File: config.mk
export PLATFORM = sky130hd
export DESIGN_NAME = bist_response_analyser
export DESIGN_NICKNAME = d
export VERILOG_FILES = /design/src/rtl/bist_response_analyser.sv
export SDC_FILE = /design/constraint.sdc
export NUM_CORES = 1
export LEC_CHECK = 0
export CAP_MARGIN = 20
export CELL_PAD_IN_SITES_DETAIL_PLACEMENT = 1
export CELL_PAD_IN_SITES_GLOBAL_PLACEMENT = 1
export CORE_AREA = 2 2 49 51
export CTS_BUF_LIST = sky130_fd_sc_hd__clkbuf_8 sky130_fd_sc_hd__clkbuf_16
export DETAILED_ROUTE_END_ITERATION = 6
export DIE_AREA = 0 0 51 53
export PLACE_DENSITY_LB_ADDON = 0.2
export SYNTH_ARGS = -nofsm -noshare
export SYNTH_HDL_FRONTEND = slang
export SYNTH_SLANG_ARGS = --single-unit
File: constraint.sdc
create_clock -name clk -period 2.1 [get_ports clk]
set_input_delay 0.21 -clock clk [delete_from_list [all_inputs] [get_ports clk]]
set_output_delay 0.21 -clock clk [all_outputs]
set_load 0.1 [all_outputs]
File: src/rtl/bist_response_analyser.sv
// BIST output-response analyser: compacts a response stream into a MISR over a
// start/abort-controlled session window and reports a sticky golden-signature verdict.
module bist_response_analyser #(
  parameter int unsigned      WIDTH    = 3,
  parameter int unsigned      TEST_LEN = 8,
  parameter logic [WIDTH-1:0] POLY     = 3'b011,
  parameter logic [WIDTH-1:0] SEED     = '0,
  parameter logic [WIDTH-1:0] GOLDEN   = 3'b010,
  localparam int unsigned     CNT_W    = $clog2(TEST_LEN + 1)
) (
  input  logic             clk,
  input  logic             reset,
  input  logic             start,
  input  logic             abort,
  input  logic             resp_valid,
  input  logic [WIDTH-1:0] resp,
  output logic             busy,
  output logic             done,
  output logic             pass,
  output logic             fail,
  output logic [WIDTH-1:0] sig_out,
  output logic [CNT_W-1:0] resp_cnt
);

  typedef enum logic [1:0] {
    IDLE  = 2'd0,
    RUN   = 2'd1,
    CHECK = 2'd2,
    DONE  = 2'd3
  } state_e;

  state_e           state_q, state_d;
  logic [WIDTH-1:0] misr_q, misr_d;
  logic [CNT_W-1:0] cnt_q, cnt_d;
  logic             busy_q, busy_d;
  logic             done_q, done_d;
  logic             pass_q, pass_d;
  logic             fail_q, fail_d;
  logic [WIDTH-1:0] misr_step_c;

  // State and all outputs registered; reset clears everything immediately.
  always_ff @(posedge clk or negedge reset) begin
    if (!reset) begin
      state_q <= IDLE;
      misr_q  <= SEED;
      cnt_q   <= '0;
      busy_q  <= 1'b0;
      done_q  <= 1'b0;
      pass_q  <= 1'b0;
      fail_q  <= 1'b0;
    end else begin
      state_q <= state_d;
      misr_q  <= misr_d;
      cnt_q   <= cnt_d;
      busy_q  <= busy_d;
      done_q  <= done_d;
      pass_q  <= pass_d;
      fail_q  <= fail_d;
    end
  end

  // Next-state and datapath; abort overrides every other request.
  always_comb begin
    state_d     = state_q;
    misr_d      = misr_q;
    cnt_d       = cnt_q;
    done_d      = done_q;
    pass_d      = pass_q;
    fail_d      = fail_q;
    misr_step_c = {misr_q[WIDTH-2:0], 1'b0} ^ (misr_q[WIDTH-1] ? POLY : '0) ^ resp;

    if (abort) begin
      state_d = IDLE;
      misr_d  = SEED;
      cnt_d   = '0;
      done_d  = 1'b0;
      pass_d  = 1'b0;
      fail_d  = 1'b0;
    end else begin
      case (state_q)
        IDLE, DONE: begin
          if (start) begin
            state_d = RUN;
            misr_d  = SEED;
            cnt_d   = '0;
            done_d  = 1'b0;
            pass_d  = 1'b0;
            fail_d  = 1'b0;
          end
        end
        RUN: begin
          if (resp_valid) begin
            misr_d = misr_step_c;
            cnt_d  = cnt_q + CNT_W'(1);
            if (cnt_q == CNT_W'(TEST_LEN - 1)) begin
              state_d = CHECK;
            end
          end
        end
        CHECK: begin
          pass_d  = (misr_q == GOLDEN);
          fail_d  = (misr_q != GOLDEN);
          done_d  = 1'b1;
          state_d = DONE;
        end
        default: state_d = IDLE;
      endcase
    end

    busy_d = (state_d == RUN) || (state_d == CHECK);
  end

  assign busy     = busy_q;
  assign done     = done_q;
  assign pass     = pass_q;
  assign fail     = fail_q;
  assign sig_out  = misr_q;
  assign resp_cnt = cnt_q;

endmodule
==> flow_summary.toml <==
[setup_path]
slowest_stage = "dfrtp_1"
worst-path-max-fanout = 8
critical_path_arrival_ps = 1990
required_ps = 2230
slowest_delay_ps = 410
crit_type = "register to register"
critPathLaunchType = "register"
worstPathCellList = "ha_1 > nor2b_4 > o31a_1 > a21o_1 > a22o_1"
endpoint_kind = "register"

[timing]
final.setup.worst_slack_ps = 237
min_period_ps = 1860
max_freq_ghz = 0.537
worst_pin_slew_ps = 608
setup_tns_ps = 0
setup-violations-final = 0
finalClockSkew_ps = 2.99
slew_headroom_pct = 59.3
fin_hold_ws_ps = 349
rsz0062_at_grt = "false"
hold_violations = 0
fin_crit_sh_pct = 88.7
maxSlewViolCount = 0

[power_and_ir_drop]
ir_worst_vdd_mv = 0.251
power_density_nw_per_um2 = 641
power_leakage_uw = 0.000456

[finish]
drive_gt1_share_pct = 20.7
layout.nets = 104
area_delta_synth_final_pct = 29.2
n_antenna_cell = 0
postLayoutCellArea_um2 = 953

[global_routing]
overflow = 0
grt_pass1_vias = 612
grt_pass1_wl_um = 2770
antenna_found_initial = 0
track_usage_pct = 14.1
grt_max_degree = 14

[drt]
drt-wirelength-per-cell_um = 13.1
drtIter0Drc = 2
firstDrtPassIters = 4
wl_um = 1570
viasPerCell = 4.98
ant_nets = 0
drcViolationCount = 0
routed-via-count = 598

[cts]
clk_latency_ps = 240
cts_max_path_buffers = 2
h-tree-depth = 1
cts-root-buf = "clkbuf_8"
cts_setup_buffers = 0
hold_buffers = 0
cts_tree = "built"
ctsResizeCount = 0
cts-buffers-inserted = 3
path_clk_slew_ps = 60
cts_sinks = 13

[logic_synthesis]
synth_cell_type_count = 31
syn_area_per_cell_um2 = 10.4
syn_inst = 71
syn_nets = 82
yosys_warnings = 0
syn-cell-area_um2 = 738
synth_seq_cells = 13
yosysSeqAreaShare_pct = 44.1

[placed_design]
io_buffer_count = 18
dpl.hpwl_um = 1220
pre_cts_slack_ps = 233
gp_congestion = 0.812
place_area_um2 = 908

[floorplan]
die_w_um = 51
die_h_um = 53
std_cell_rows = 17
ioPinCount = 19
core-area_um2 = 2150
dieArea_um2 = 2700
start_util_pct = 34.4

[flow_run]
maxCapViolCount = 0

[outcome]
status = "complete, no violations"

[worst_hold_path]
hp-class = "input port to async pin"
-- cell type report --
type                            instances  area [um2]
Clock inverter                          1        3.75
Multi-Input combinational cell         53         377
Tap cell                               28        35.0
Timing Repair Buffer                   19         160
Clock buffer                            3        41.3
Inverter                                3        11.3
Sequential cell                        13         325
Fill cell                             244        1190
-- worst max-delay path: cells and delay by family, from the launching register on --
family	cells	cell delay (ps)
flops	1	410
fa+ha+maj	1	390
simple gates	1	180
compound gates	3	780
-- sequential cells by signal, indices dropped and copies added, names as in the netlist --
name and flops:
done 1, state_q 2, fail 1, resp_cnt 4
busy 1, pass 1, sig_out 3
-- placed cells by master, fill, tap and decap left out --
cell             instances
mux2_2                   1
buf_4                   12
nor3_4                   1
nand3_1                  1
xor2_1                   2
a21oi_1                  3
or2b_1                   1
nor3_1                   5
xnor2_1                  2
inv_1                    4
and2_1                   2
a32oi_1                  1
clkdlybuf4s50_1          7
a22o_1                   5
mux2i_1                  1
o31a_1                   1
clkbuf_8                 3
nor2_1                   6
nand4b_1                 1
dfrtp_1                 13
a21boi_1                 1
nor2b_4                  1
nand2_1                  5
nand2b_1                 1
and2b_2                  1
a2bb2oi_1                1
ha_1                     3
nor2b_1                  1
a211oi_1                 2
nand4_1                  1
o21ai_0                  2
a21o_1                   1
-- cells in the mapped netlist, drive strengths merged --
library cell   n  share of area [%]
clkbuf         1                1.9
buf            1                1.5
ha             3                5.1
a22o           5                5.9
and2b          1                1.2
or2b           1                1.0
nor3           6                5.6
o21ai          2                1.4
o31a           1                1.2
a211oi         2                2.0
nand2          5                2.5
a21o           1                1.0
a2bb2oi        1                1.2
nand4b         1                1.2
nor2           6                3.1
a32oi          1                1.2
dfrtp         13                 44
mux2i          1                1.4
inv            3                1.5
and2           2                1.7
xor2           2                2.4
xnor2          2                2.4
nand2b         1               0.85
nand3          1               0.68
nor2b          2                2.7
a21boi         1                1.0
a21oi          3                2.0
nand4          1               0.85
mux2           1                1.5
-- report_power, final --
part,leakage [uW],internal (uW),total [uW],switching (uW)
Clock,0.0000269,129,219,89.7
Sequential,0.000179,258,263,5.22
Combinational,0.000250,47.0,130,82.9
-- per-stage QoR --
| stage | utilization [%] | total power [uW] | std cells |
|---|---|---|---|
| final | 44.4 | 611 | 120 |
| after global routing | 44.4 | 649 | 120 |
| after CTS | 44.4 | 621 | 120 |
| after detailed placement | 42.3 | 398 | 116 |
| after global placement | 42.3 | 398 | 116 |
| after floorplan | - | 363 | 71 |
-- routing by layer --
layer / routed length [um] / track usage (%) / vias to the layer above
met5: 0 / 0 / -
met4: 15 / 8.11 / 0
met3: 51 / 1.69 / 2
met2: 744 / 22.3 / 12
met1: 756 / 18.5 / 289
li1: - / - / 295
-- path summary, 6_finish.rpt --
path | start | slack [ps] | end | cells after the start
max | state_q[1]$_DFF_PN0_ | 240 | resp_cnt[3]$_DFFE_PN0P_ | 5
min | reset | 350 | resp_cnt[3]$_DFFE_PN0P_ | 1
max reg2reg | state_q[1]$_DFF_PN0_ | 240 | resp_cnt[3]$_DFFE_PN0P_ | 5
min reg2reg | pass$_DFFE_PN0P_ | 530 | pass$_DFFE_PN0P_ | 2
max in group asynchronous | reset | 1350 | sig_out[0]$_DFFE_PN0P_ | 1
min in group clk | pass$_DFFE_PN0P_ | 530 | pass$_DFFE_PN0P_ | 2
-- cell families after synthesis --
family | synth area share [%]
simple gates | 21.4
compound gates | 16.9
flops | 44.1
buf+inv | 4.91
xor+xnor | 4.75
fa+ha+maj | 5.09
mux | 2.88
(Power assumes the default switching activity.)
